<file path="src/rtl/decrypter_out_if.sv">
// Bundle of the session-control, packet-input and UART-output signals around decrypter_out.
// The slave modport is the block itself; the master modport is whatever drives and observes it.
interface decrypter_out_if #(
    parameter int DATA_W = 32
);
    logic              start;
    logic [5:0]        n_len;
    logic              pkt_ready;
    logic              fme_done;
    logic [DATA_W-1:0] fme_data_out;
    logic              pkt_last;
    logic              tx_busy;
    logic              tx_start;
    logic [7:0]        tx_data;
    logic              done;

    modport slave (
        input  start, n_len, fme_done, fme_data_out, pkt_last, tx_busy,
        output pkt_ready, tx_start, tx_data, done
    );

    modport master (
        output start, n_len, fme_done, fme_data_out, pkt_last, tx_busy,
        input  pkt_ready, tx_start, tx_data, done
    );
endinterface

</file>
<file path="src/rtl/decrypter_out.sv">
// Unpacks (n_len-1)-bit decrypted packets into an LSB-first byte stream and hands each
// completed byte to a UART transmitter; bytes may straddle packet boundaries.
module decrypter_out #(
    parameter int DATA_W = 32
) (
    input  logic            clk,
    input  logic            rst,
    decrypter_out_if.slave  bus
);

    typedef enum logic [2:0] {IDLE, WAIT_PKT, UNPACK, SEND, HOLD} state_t;

    state_t            state;
    logic [DATA_W-1:0] pack;
    logic [7:0]        acc;
    logic [2:0]        bcnt;
    logic [5:0]        pcnt;
    logic [5:0]        plen;
    logic              last;

    always_ff @(posedge clk) begin
        if (rst) begin
            state         <= IDLE;
            pack          <= '0;
            acc           <= '0;
            bcnt          <= '0;
            pcnt          <= '0;
            plen          <= '0;
            last          <= 1'b0;
            bus.pkt_ready <= 1'b0;
            bus.tx_start  <= 1'b0;
            bus.tx_data   <= '0;
            bus.done      <= 1'b0;
        end else begin
            bus.tx_start <= 1'b0;
            bus.done     <= 1'b0;
            case (state)
                IDLE: begin
                    if (bus.start) begin
                        if (bus.n_len >= 6'd2) begin
                            plen          <= bus.n_len - 6'd1;
                            acc           <= '0;
                            bcnt          <= '0;
                            pcnt          <= '0;
                            bus.pkt_ready <= 1'b1;
                            state         <= WAIT_PKT;
                        end else begin
                            bus.done <= 1'b1;
                        end
                    end
                end
                WAIT_PKT: begin
                    if (bus.fme_done) begin
                        pack          <= bus.fme_data_out;
                        last          <= bus.pkt_last;
                        pcnt          <= '0;
                        bus.pkt_ready <= 1'b0;
                        state         <= UNPACK;
                    end
                end
                UNPACK: begin
                    acc  <= {pack[0], acc[7:1]};
                    pack <= pack >> 1;
                    bcnt <= bcnt + 3'd1;
                    pcnt <= pcnt + 6'd1;
                    // A completed byte always goes out first; packet exhaustion is then resolved in HOLD.
                    if (bcnt == 3'd7) begin
                        state <= SEND;
                    end else if (pcnt == plen - 6'd1) begin
                        if (last) begin
                            bus.done <= 1'b1;
                            state    <= IDLE;
                        end else begin
                            bus.pkt_ready <= 1'b1;
                            state         <= WAIT_PKT;
                        end
                    end
                end
                SEND: begin
                    if (!bus.tx_busy) begin
                        bus.tx_data  <= acc;
                        bus.tx_start <= 1'b1;
                        state        <= HOLD;
                    end
                end
                HOLD: begin
                    // One dead cycle lets the transmitter raise tx_busy before the next byte can be offered.
                    if (pcnt == plen) begin
                        if (last) begin
                            bus.done <= 1'b1;
                            state    <= IDLE;
                        end else begin
                            bus.pkt_ready <= 1'b1;
                            state         <= WAIT_PKT;
                        end
                    end else begin
                        state <= UNPACK;
                    end
                end
                default: state <= IDLE;
            endcase
        end
    end

endmodule

</file>
<file path="src/flat_wrapper.sv">
// flat-port wrapper written by rule: the top's interface ports become plain ports
module decrypter_out_flat 
#(
    parameter int DATA_W = 32
)
  (clk, rst, bus_start, bus_n_len, bus_fme_done, bus_fme_data_out, bus_pkt_last, bus_tx_busy, bus_pkt_ready, bus_tx_start, bus_tx_data, bus_done);
  decrypter_out_if #(.DATA_W(DATA_W)) bus_i ();
  input  logic clk;
  input  logic rst;
  input wire logic [$bits(bus_i.start)-1:0] bus_start;
  input wire logic [$bits(bus_i.n_len)-1:0] bus_n_len;
  input wire logic [$bits(bus_i.fme_done)-1:0] bus_fme_done;
  input wire logic [$bits(bus_i.fme_data_out)-1:0] bus_fme_data_out;
  input wire logic [$bits(bus_i.pkt_last)-1:0] bus_pkt_last;
  input wire logic [$bits(bus_i.tx_busy)-1:0] bus_tx_busy;
  output wire logic [$bits(bus_i.pkt_ready)-1:0] bus_pkt_ready;
  output wire logic [$bits(bus_i.tx_start)-1:0] bus_tx_start;
  output wire logic [$bits(bus_i.tx_data)-1:0] bus_tx_data;
  output wire logic [$bits(bus_i.done)-1:0] bus_done;
  assign bus_i.start = bus_start;
  assign bus_i.n_len = bus_n_len;
  assign bus_i.fme_done = bus_fme_done;
  assign bus_i.fme_data_out = bus_fme_data_out;
  assign bus_i.pkt_last = bus_pkt_last;
  assign bus_i.tx_busy = bus_tx_busy;
  assign bus_pkt_ready = bus_i.pkt_ready;
  assign bus_tx_start = bus_i.tx_start;
  assign bus_tx_data = bus_i.tx_data;
  assign bus_done = bus_i.done;
  decrypter_out #(.DATA_W(DATA_W)) u_core (.clk(clk), .rst(rst), .bus(bus_i));
endmodule
</file>
<file path="config.mk">
export PLATFORM = sky130hd
export DESIGN_NAME = decrypter_out_flat
export DESIGN_NICKNAME = d
export VERILOG_FILES = /design/src/rtl/decrypter_out_if.sv /design/src/rtl/decrypter_out.sv /design/src/flat_wrapper.sv
export SDC_FILE = /design/constraint.sdc
export NUM_CORES = 1
export LEC_CHECK = 0
export CAP_MARGIN = 20
export CORE_ASPECT_RATIO = 1.25
export CORE_MARGIN = 2
export CORE_UTILIZATION = 30
export CTS_CLUSTER_DIAMETER = 150
export DETAILED_ROUTE_END_ITERATION = 10
export DONT_BUFFER_PORTS = 1
export GPL_TIMING_DRIVEN = 1
export MAX_ROUTING_LAYER = met4
export PLACE_DENSITY_LB_ADDON = 0.3
export SYNTH_ARGS = -nofsm -noshare
export SYNTH_HDL_FRONTEND = slang
export SYNTH_SLANG_ARGS = --single-unit
</file>
<file path="constraint.sdc">
create_clock -name clk -period 2.3 [get_ports clk]
set_input_delay 0.46 -clock clk [delete_from_list [all_inputs] [get_ports clk]]
set_output_delay 0.46 -clock clk [all_outputs]
set_load 0.02 [all_outputs]
</file>
Word-level counts from Yosys, hierarchy flattened
Index checks and enable logic that the tools add are counted.
{"block": "classes", "n_addsub": 4, "n_lt_le_gt_ge": 1, "eq_ne": 15, "n_mux": 37, "n_bitwise": 2, "reduce_logical": 14}
{"operator": "32-bit one-hot mux with 2 select lines", "n": 1}
{"operator": "32-bit two-way mux", "n": 1}
{"operator": "3-bit two-way mux", "n": 8}
{"operator": "6-bit two-way mux", "n": 3}
{"operator": "6-bit one-hot mux with 3 select lines", "n": 1}
{"operator": "8-bit two-way mux", "n": 2}
{"operator": "8-bit one-hot mux with 2 select lines", "n": 1}
{"operator": "1-bit two-way mux", "n": 15}
{"operator": "3-bit one-hot mux with 5 select lines", "n": 1}
{"operator": "6-bit == test", "n": 2}
{"operator": "6-bit by 1-bit subtractor with 6-bit output, second input constant", "n": 2}
{"operator": "2-bit != test, second input constant", "n": 4}
{"operator": "7-bit AND reduction", "n": 1}
{"operator": "6-bit by 1-bit adder with 6-bit output, second input constant", "n": 1}
{"operator": "3-bit by 2-bit == test with 1-bit output, second input constant", "n": 2}
{"operator": "3-bit == test, second input constant", "n": 2}
{"operator": "6-bit by 2-bit greater-or-equal comparator with 1-bit output, second input constant", "n": 1}
{"operator": "2-bit by 1-bit != test with 1-bit output, second input constant", "n": 3}
{"operator": "3-bit one-hot mux with 2 select lines", "n": 1}
{"operator": "2-bit AND reduction", "n": 3}
{"operator": "3-bit AND reduction", "n": 2}
{"operator": "5-bit AND reduction", "n": 1}
{"operator": "1-bit one-hot mux with 4 select lines", "n": 1}
{"operator": "4-bit AND reduction", "n": 1}
{"operator": "11 further kinds", "n": 13}
{"block": "word_totals", "register_bits": 70, "in_bits": 44, "output_inout_bits": 11, "elab_cells": 84}

Longest topological paths before layout
Gate-level depths: netlist of the first run.
{"block": "depth", "word_depth": 5, "ltp_mapped": 9, "depth_no_buf": 8}

Worst setup path after synthesis of the first run
No wires, ideal clock.
{"block": "synth_path", "path_kind": "register to register", "from": "register u_core.plen[0]", "to": "register u_core.state[1]", "setup_time_ps": 120, "t_arrival_ps": 1745, "required_ps": 2180, "slack_ps": 436, "path_stages_with_launch": 9, "path_buffers": 0, "synth_period_minus_slack_ps": 1864, "path_cell_list": "dfxtp_1 inv_1 ha_1 and2_1 o21ai_0 a31oi_1 or2_1 a21o_1 o31a_1"}
{"block": "synth_via", "elab_chain_len": 4, "word_cells_on_any_way": 7, "classes_between": "add/sub: 1; eq/ne: 3; mux: 2; reduce/logical: 1"}
{"element": "start, declared", "line_no": "decrypter_out.sv:18", "text": "logic [5:0] plen;"}
{"element": "start signal, assigned", "line_no": "decrypter_out.sv:41", "text": "plen <= bus.n_len - 6'd1;"}
{"element": "6-bit by 1-bit subtractor with 6-bit output", "line_no": "decrypter_out.sv:69", "text": "end else if (pcnt == plen - 6'd1) begin"}
{"element": "6-bit == test", "line_no": "decrypter_out.sv:69"}
{"element": "3-bit by 1-bit != test with 1-bit output (no source line)"}
{"element": "5-bit AND reduction (no source line)"}
{"element": "end signal, assigned", "line_no": "decrypter_out.sv:68", "text": "state <= SEND;"}
{"element": "end signal, assigned", "line_no": "decrypter_out.sv:72", "text": "state <= IDLE;"}
{"element": "end signal, assigned", "line_no": "decrypter_out.sv:75", "text": "state <= WAIT_PKT;"}
{"element": "end, declared", "line_no": "decrypter_out.sv:13", "text": "state_t state;"}
Parallel ways exist; a longest one is shown, timed or not.
A chain may end at the register's enable or synchronous reset.

Final worst setup path of the first run
Same ends and word-level chain as after synthesis.

==> results of run 1 <==
[worst paths after layout]
check             startpoint               to  slack, ps  cells past startpoint
max           u_core.plen[0]  u_core.state[1]        200                      8
min                      rst  u_core.pack[18]        200                      1
max reg2reg   u_core.plen[0]  u_core.state[1]        200                      8
min reg2reg  u_core.pack[24]  u_core.pack[24]        450                      2
[cell families (layout without fill, tap and decap cells)]
group	count (synthesis)	after routing
AND/OR/NAND/NOR	139	139
adder cells (fa/ha/maj)	6	6
multiplexers	1	1
XOR/XNOR	12	12
AO/OA/AOI/OAI	117	117
flip-flops	70	70
buffers and inverters	31	30
[layout make-up]
cell class | instances | area, um^2
Clock buffer | 12 | 246
Clock inverter | 4 | 22.5
Fill cell | 1049 | 6570
Inverter | 5 | 18.8
Multi-Input combinational cell | 275 | 1590
Sequential cell | 70 | 1400
Tap cell | 129 | 161
Timing Repair Buffer | 9 | 92.6
[cells in the mapped netlist, types with 2 or more instances]
master,n,share of area
o22ai_1,3,0.0060
or2_2,2,0.0040
a211o_1,2,0.0056
ha_1,6,0.024
o21ai_0,8,0.013
a211oi_1,7,0.017
nand3_1,5,0.0080
inv_1,5,0.0060
a22oi_1,40,0.096
clkbuf_1,14,0.017
buf_2,9,0.014
nand2_1,55,0.066
nor2b_1,3,0.0060
a21oi_1,46,0.074
dfxtp_1,70,0.45
nor3_1,17,0.027
xnor2_1,4,0.011
xor2_1,7,0.020
nand3b_1,5,0.012
or3_1,2,0.0040
and2_1,2,0.0040
and3_1,3,0.0060
nor2_1,38,0.046
and3b_1,2,0.0056
[sequential cells by signal, summed over array words and instances, names as in the netlist]
name,count
u_core.pack,32
u_core.acc,8
u_core.bus.tx_data,8
u_core.pcnt,6
u_core.plen,6
u_core.bcnt,3
u_core.state,3
u_core.bus.done,1
u_core.bus.pkt_ready,1
u_core.bus.tx_start,1
u_core.last,1
[power by group through the flow]
| stage | clock (mW) | combinational, mW | sequential, mW |
|---|---|---|---|
| final | 1.25 | 1.11 | 1.52 |
| after CTS | 1.28 | 1.09 | 1.52 |
| after global routing | 1.33 | 1.27 | 1.55 |
| after global placement | 0 | 1.07 | 1.54 |
| after floorplan | 0 | 0.847 | 1.51 |
| after detailed placement | 0 | 1.08 | 1.55 |
[layer usage]
metal	track usage	part of all wire	routed length [um]
met5	-	0	0
met4	0.0498	0.018	137
met2	0.216	0.49	3620
met3	0.0440	0.050	374
met1	0.178	0.44	3280
[critical path: stages (launching register included)]
cell and delay (ps):
dfxtp_1 430, inv_1 70, ha_1 200, and2_1 170, o21ai_0 180, a31oi_1 140, or2_1 270, a21o_1 230
o31a_1 300
[metrics by stage]
stage | utilization | hold slack [ps] | instance area, um^2 | setup WS [ps] | instances
finish | 0.350 | 196 | 3530 | 196 | 504
global route | 0.350 | 182 | 3530 | 19.8 | 504
CTS | 0.348 | 185 | 3510 | 174 | 503
detailed placement | 0.321 | 441 | 3240 | 195 | 487
global placement | 0.321 | 438 | 3240 | 249 | 487
floorplan | - | 432 | 3130 | 436 | 376
==> metrics.md, run 1 <==
| Metric | Value |
|---|---|
| Largest family of logic cells by synthesized area | `compound AO/OA/AOI/OAI gates` |
| WS Path Type | `reg -> reg` |
| Sw Pwr | `1.31 mW` |
| DR vias/cell | `5.22` |
| DRT Pass-1 Iters | `5` |
| Cell Pwr Density | `1100 mW/mm^2` |
| Syn_nets | `426` |
| XOR/XNOR Fraction of Synth Area | `0.0360` |
| Clk Latency, worst-skew pair | `330 ps` |
| P_int | `2.57 mW` |
| Vias | `2632` |
| Clk buf depth | `2` |
| Data required, critical path | `2510 ps` |
| # nets final | `420` |
| Synth Area in Simple Gates | `0.200` |
| Slew Limit Headroom | `0.707` |
| RSZ-0062 raised after global routing | `false` |
| CTS Hold Bufs | `0` |
| Post-Syn Area | `0.00313 mm^2` |
| Layout cell share with drive strength beyond 1 | `0.0800` |
| Initial DRC Count | `146` |
| Post-synthesis cell count | `376` |
| Chip Width | `95.4 um` |
| Htree depth | `3` |
| Arrival @ worst endpoint | `2320 ps` |
| Cell variety after synth | `45` |
| Area Growth Syn to Fin | `12.9%` |
| GPL Wtd Cong | `0.879` |
| CP startpoint kind | `register` |
| Worst VDD drop | `0.000425 V` |
| # clock sinks | `70` |
| DR DRC count | `0` |
| Global route overflow | `0` |
| Core Region | `0.0101 mm^2` |
| Multiplexer area fraction after synthesis | `0.00320` |
| Initial Util | `0.310` |
| Total CTS buffers | `9` |
| Port buffer count | `0` |
| Ys flop type | `dfxtp_1` |
| Vias in the first global route | `2503` |
| Status | `finished, final reports clean` |
| Routed Antenna Nets | `0` |
| Largest net degree at the start of global routing | `73` |
| DP HPWL | `4990 um` |
| Setup total negative slack | `0 ps` |
| First-pass GRT wire length | `12300 um` |
| Async SR Flop Fraction | `0` |
| Clock skew | `8.21 ps` |
| Adder-cell share of the synthesized area | `0.0240` |
| Combinational group share of total power | `0.286` |
| Lkg Pwr | `1.24 nW` |
| Net Sw Frac | `0.338` |
| Final setup viols | `0` |
| Hold Crit Class | `in -> reg` |
| CTS root buffer | `clkbuf_16` |
| Fmax | `475 MHz` |
| Post-CTS Setup Bufs | `0` |
| Ant. Diodes | `0` |
| Post-synth EDFFs | `0` |
| Die area | `0.0113 mm^2` |
| Overall Global Routing Usage | `0.142` |
| Most frequent cells in the layout | `70 x dfxtp_1, 55 x nand2_1, 46 x a21oi_1, 40 x a22oi_1, 36 x nor2_1` |
| CP max FO | `5` |
| Row count | `41` |
| Compound-Gate Fraction of Synth Area | `0.242` |
| Crit end category | `register` |
| CTS tree | `built` |
| Die Ht | `118 um` |
| Initial antenna violation count | `0` |
| WL per Instance | `14.7 um` |
| Final wirelength | `7410 um` |
| Fin crit share | `0.915` |
| Worst-Margin Slew | `438 ps` |
| Reg clk slew, reported paths | `60 ps` |
| CTS resizes | `0` |
| FF+latch count, synth | `70` |
| Overall power | `3.88 mW` |
| I/O Pins | `55` |
| Clock Power Share | `0.322` |
| Slew Limit Fails | `0` |
| Maximum Capacitance Violations | `0` |
| Fin. Hold Viols | `0` |
| Most common cell after layout, fill and taps aside | `dfxtp_1` |
| Mean Syn Cell Area | `8.32 um^2` |
| Tmin final | `2100 ps` |
| Sequential area share after synthesis | `0.448` |
| Ys Warns | `0` |
| Power share of the sequential group | `0.393` |
No activity file was read; power rests on OpenSTA's default activity.
==> run 2, diff against run 1 <==
Settings changed: CORE_UTILIZATION 30 to 50.
==> run 2 against run 1 <==
Fmax grew 2.9%. Via count shrank 0.23%. Combinational power shrank 5%. Sequential share of layout area grew 1.7 points. Critical endpoint unchanged. Global-route usage grew 7.4 points. Highest routed layer unchanged. Largest power group unchanged. Final area shrank 4.1%. Register-to-register slack gained 60 ps. Hold slack lost 8.6 ps. Die area shrank 39%. Utilization grew 20 points. Critical path depth is the same. Flip-flop and latch count is the same. Largest cell class unchanged.
==> metrics.md, run 2 (synthesis results as in run 1) <==
| Metric | Value |
|---|---|
| Status | `finished, final reports clean` |
| Area Growth Syn to Fin | `8.28%` |
| Overall Global Routing Usage | `0.217 (+0.0744)` |
| Arrival @ worst endpoint | `2270 ps (-50 ps)` |
| First-pass GRT wire length | `11200 um (-8.9%)` |
| WHS Path Cells | `1 (unchanged)` |
| Combinational group share of total power | `0.298 (+0.012)` |
| Die Ht | `92.5 um (-22%)` |
| Initial Util | `0.511 (+0.201)` |
| Max FFs per register | `32 (unchanged)` |
| Worst VDD drop | `0.000641 V (+51%)` |
| Sw Pwr | `1.22 mW (-7.2%)` |
| Worst-Margin Slew | `474 ps (+35.9 ps)` |
| CTS Hold Bufs | `0 (unchanged)` |
| Total CTS buffers | `9 (unchanged)` |
| Routed Antenna Nets | `0 (unchanged)` |
| Hold Path Sink | `u_core.pack[23]` |
| Largest net degree at the start of global routing | `73 (unchanged)` |
| Most common cell after layout, fill and taps aside | `dfxtp_1` |
| Fin worst setup slack | `256 ps (+60.0 ps)` |
| WL per Instance | `14.1 um (-4.3%)` |
| Data required, critical path | `2520 ps (about the same)` |
| DRT Pass-1 Iters | `4 (-1)` |
| P_int | `2.32 mW (-9.8%)` |
| Initial DRC Count | `120 (-18%)` |
| Row count | `32 (-22%)` |
| WS Path Type | `reg -> reg` |
| Most flop-heavy register | `u_core.pack` |
| Fin crit share | `0.889 (-0.0261)` |
| Chip Width | `74.8 um (-22%)` |
| Hold Crit Start | `rst` |
| Reg clk slew, reported paths | `70 ps (about the same)` |
| Largest registers | `u_core.pack x32, u_core.acc x8, u_core.bus.tx_data x8` |
| DR vias/cell | `5.71 (+9.3%)` |
| Post-CTS Setup Bufs | `0 (unchanged)` |
| # nets final | `421 (+0.24%)` |
| CTS root buffer | `clkbuf_8` |
| GPL Wtd Cong | `0.914 (+4.0%)` |
| Layout cell share with drive strength beyond 1 | `0.0827 (+0.00267)` |
| Power share of the sequential group | `0.435 (+0.042)` |
| CTS tree | `built` |
| Tmin final | `2040 ps (-60.0 ps)` |
| RSZ-0062 raised after global routing | `false` |
| Final setup viols | `0 (unchanged)` |
| Worst slack, placed | `285 ps (+89.9 ps)` |
| Vias in the first global route | `2588 (+3.4%)` |
| Net Sw Frac | `0.344 (+0.00651)` |
| Most frequent cells in the layout | `70 x dfxtp_1, 55 x nand2_1, 46 x a21oi_1, 40 x a22oi_1, 36 x nor2_1` |
| CP max FO | `5 (unchanged)` |
| Maximum Capacitance Violations | `0 (unchanged)` |
| Crit path from | `u_core.plen[0]` |
| Global route overflow | `0 (unchanged)` |
| Critical R2R Launch | `u_core.plen[0]` |
| I/O Pins | `55 (unchanged)` |
| Crit end category | `register` |
| Clk Latency, worst-skew pair | `340 ps (about the same)` |
| Setup total negative slack | `0 ps (unchanged)` |
| # clock sinks | `70 (unchanged)` |
| Clk buf depth | `2 (unchanged)` |
| FF-to-FF End | `u_core.state[1]` |
| Slew Limit Headroom | `0.684 (-0.0229)` |
| Clock Power Share | `0.267 (-0.055)` |
| Worst r2r path cells | `8 (unchanged)` |
| Lkg Pwr | `1.20 nW (-3.1%)` |
| Port buffer count | `0 (unchanged)` |
| Final wirelength | `6470 um (-13%)` |
| Vias | `2626 (-0.23%)` |
| Cell Pwr Density | `1040 mW/mm^2 (-5.0%)` |
| Core Region | `0.00613 mm^2 (-39%)` |
| Initial antenna violation count | `0 (unchanged)` |
| Fin. Hold Viols | `0 (unchanged)` |
| Slew Limit Fails | `0 (unchanged)` |
| CP startpoint kind | `register` |
| CTS resizes | `0 (unchanged)` |
| DP HPWL | `4360 um (-13%)` |
| Reg2Reg Setup Slack | `260 ps (+60 ps)` |
| Fmax | `489 MHz (+2.9%)` |
| Htree depth | `3 (unchanged)` |
| Die area | `0.00691 mm^2 (-39%)` |
| Ant. Diodes | `0 (unchanged)` |
| Clock skew | `5.01 ps (-3.19 ps)` |
| Hold Crit Class | `in -> reg` |
| DR DRC count | `0 (unchanged)` |
## run 2: cell count changes in the layout (fill, tap and decap cells not counted)
cell | before | now
clkinv_2 | 3 | 2
clkbuf_16 | 9 | 0
buf_8 | 0 | 1
clkbuf_8 | 1 | 10
buf_12 | 2 | 0
buf_4 | 7 | 9
clkbuf_1 | 2 | 1
bufinv_16 | 0 | 1
## run 2: stage by stage
stage / utilization / cell area, um^2 / instances / power, mW / hold WS (ps)
global placement: 0.520 / 3180 / 444 / 2.55 / 437
finish: 0.553 / 3390 / 460 / 3.53 / 188
detailed placement: 0.520 / 3180 / 444 / 2.58 / 444
global route: 0.553 / 3390 / 460 / 3.79 / 151
floorplan: - / 3130 / 376 / 2.36 / 432
CTS: 0.551 / 3370 / 459 / 3.54 / 162
## run 2: layout make-up
class                      count  area (um^2)
inverter                       5         18.8
sequential                    70         1400
clock inverter                 4         47.5
clock buffer                  11          141
tap                           85          106
multi-input combinational    275         1590
timing repair buffer          10         82.6
fill                         599         2740
## run 2: power groups by stage
stage / logic [mW] / registers [mW] / clock network (mW)
4_1_cts: 1.02 / 1.54 / 0.978
2_1_floorplan: 0.847 / 1.51 / 0
5_1_grt: 1.21 / 1.56 / 1.03
3_5_place_dp: 1.02 / 1.56 / 0
3_3_place_gp: 0.995 / 1.56 / 0
6_report: 1.05 / 1.54 / 0.944
## run 2: metal layers
metal | vias to the layer above | share of wire | track usage
met1 | 1243 | 0.43 | 0.249
met5 | - | 0 | -
met4 | 0 | 0.012 | 0.0967
met2 | 50 | 0.50 | 0.338
li1 | 1327 | - | -
met3 | 6 | 0.056 | 0.0762
## run 2: how the worst max path moves through the flow
stage	end	slack, ps	cells past startpoint
2_1_floorplan	u_core.state[1]	440	8
3_3_place_gp	u_core.bus.done	260	6
3_5_place_dp	u_core.state[1]	280	8
4_1_cts	u_core.state[1]	260	8
5_1_grt	u_core.state[1]	50	8
6_report	u_core.state[1]	260	8
## run 2: worst max-delay path: stages (launching register included)
cell     delay, ps
dfxtp_1        420
inv_1           70
ha_1           200
and2_1         170
o21ai_0        160
a31oi_1        130
or2_1          260
a21o_1         220
o31a_1         310
==> run 3, diff against run 2 <==
Settings changed: RECOVER_POWER from default to 50.
==> run 3 against run 2 <==
Cell count stayed put. Via count is 0.53% lower. Die area unchanged. Total power fell by 0.24%. Combinational power hardly changed. Global-route usage unchanged.
==> metrics.md, run 3 (synthesis results as in run 1) <==
| Metric | Value |
|---|---|
| Fin. Hold Viols | `0 (unchanged)` |
| Fin area | `0.00338 mm^2 (-0.30%)` |
| Most common cell after layout, fill and taps aside | `dfxtp_1` |
| Clk buf depth | `2 (unchanged)` |
| Clock skew | `5.58 ps (+0.565 ps)` |
| Vias | `2612 (-0.53%)` |
| Data required, critical path | `2530 ps (about the same)` |
| Post-CTS Setup Bufs | `0 (unchanged)` |
| Worst-Margin Slew | `702 ps (+228 ps)` |
| Chip Width | `74.8 um (unchanged)` |
| Most frequent cells in the layout | `70 x dfxtp_1, 55 x nand2_1, 46 x a21oi_1, 40 x a22oi_1, 36 x nor2_1` |
| First-pass GRT wire length | `11200 um (unchanged)` |
| Final setup viols | `0 (unchanged)` |
| # clock sinks | `70 (unchanged)` |
| Hold Crit Class | `in -> reg` |
| Fillers | `604 (+0.83%)` |
| RSZ-0062 raised after global routing | `false` |
| Crit end category | `register` |
| Fmax | `489 MHz (-0.13%)` |
| Cell Pwr Density | `1040 mW/mm^2 (about the same)` |
| Port buffer count | `0 (unchanged)` |
| Final wirelength | `6450 um (-0.31%)` |
| Largest registers | `u_core.pack x32, u_core.acc x8, u_core.bus.tx_data x8` |
| Htree depth | `3 (unchanged)` |
| DR vias/cell | `5.68 (-0.53%)` |
| Initial Util | `0.511 (unchanged)` |
| Reg clk slew, reported paths | `70 ps (about the same)` |
| Maximum Capacitance Violations | `0 (unchanged)` |
| DP HPWL | `4360 um (unchanged)` |
| Worst VDD drop | `0.000645 V (+0.69%)` |
| Row count | `32 (unchanged)` |
| Clk Latency, worst-skew pair | `340 ps (about the same)` |
| Largest net degree at the start of global routing | `73 (unchanged)` |
| CTS tree | `built` |
| Setup total negative slack | `0 ps (unchanged)` |
| Lkg Pwr | `1.19 nW (-0.72%)` |
| CP startpoint kind | `register` |
| Die area | `0.00691 mm^2 (unchanged)` |
| CP max FO | `5 (unchanged)` |
| Fin crit share | `0.890 (+0.00112)` |
| Initial DRC Count | `125 (+4.2%)` |
| Routed Antenna Nets | `0 (unchanged)` |
| Slew Limit Fails | `0 (unchanged)` |
| GPL Wtd Cong | `0.914 (unchanged)` |
| Status | `finished, final reports clean` |
| WS Path Type | `reg -> reg` |
| CTS resizes | `0 (unchanged)` |
| Arrival @ worst endpoint | `2270 ps (about the same)` |
| Layout cell share with drive strength beyond 1 | `0.0773 (-0.00533)` |
| Tmin final | `2050 ps (+2.58 ps)` |
| Most flop-heavy register | `u_core.pack` |
| Core Region | `0.00613 mm^2 (unchanged)` |
| DRT Pass-1 Iters | `4 (unchanged)` |
| CTS root buffer | `clkbuf_8` |
| Initial antenna violation count | `0 (unchanged)` |
| Vias in the first global route | `2588 (unchanged)` |
| WL per Instance | `14.0 um (-0.31%)` |
| DR DRC count | `0 (unchanged)` |
| Slew Limit Headroom | `0.532 (-0.152)` |
| Global route overflow | `0 (unchanged)` |
| Area after DPL | `0.00318 mm^2 (unchanged)` |
| Die Ht | `92.5 um (unchanged)` |
| Area Growth Syn to Fin | `7.96%` |
| CTS Hold Bufs | `0 (unchanged)` |
| Max FFs per register | `32 (unchanged)` |
| I/O Pins | `55 (unchanged)` |
| Overall Global Routing Usage | `0.217 (unchanged)` |
| Ant. Diodes | `0 (unchanged)` |
| Total CTS buffers | `9 (unchanged)` |
| # nets final | `421 (unchanged)` |
==> run 3: per-layer routing <==
layer / track usage / routed length [um]
met1: 0.249 / 2810
met2: 0.338 / 3130
met3: 0.0762 / 394
met4: 0.0967 / 112
met5: - / 0
==> run 3: critical path, stage by stage, from the launching register on <==
cell,delay (ps)
dfxtp_1,420
inv_1,70
ha_1,200
and2_1,170
o21ai_0,160
a31oi_1,120
or2_1,260
a21o_1,220
o31a_1,310
==> run 3: path summary, 6_finish.rpt <==
kind / from / to / slack [ps] / cells past startpoint
worst max-delay path: u_core.plen[0] / u_core.state[1] / 250 / 8
worst min-delay path: rst / u_core.pack[23] / 190 / 1
worst max register to register: u_core.plen[0] / u_core.state[1] / 250 / 8
worst min register to register: u_core.acc[0] / u_core.bus.tx_data[0] / 450 / 2
==> run 3: layout make-up <==
class	instances	area, um^2	share of cell area
multi-input combinational	275	1590	0.471
tap	85	106	0.0315
sequential	70	1400	0.415
clock inverter	4	47.5	0.0141
inverter	5	18.8	0.00556
clock buffer	11	141	0.0419
timing repair buffer	10	72.6	0.0215
==> run 3: where the power goes <==
part / total, mW / internal [mW] / switching [mW] / leakage (nW)
clock: 0.947 / 0.521 / 0.427 / 0.0952
sequential: 1.53 / 1.38 / 0.153 / 0.568
combinational: 1.04 / 0.401 / 0.640 / 0.525
total: 3.52 / 2.30 / 1.22 / 1.19
==> run 3: stage by stage <==
stage          setup slack (ps)  hold slack, ps  std cells  utilization  total power, mW
2_1_floorplan               436             432        376            -             2.36
3_3_place_gp                259             437        444        0.520             2.55
3_5_place_dp                285             444        444        0.520             2.58
4_1_cts                     263             162        459        0.551             3.54
5_1_grt                    51.8             151        460        0.551             3.78
6_report                    253             187        460        0.551             3.52
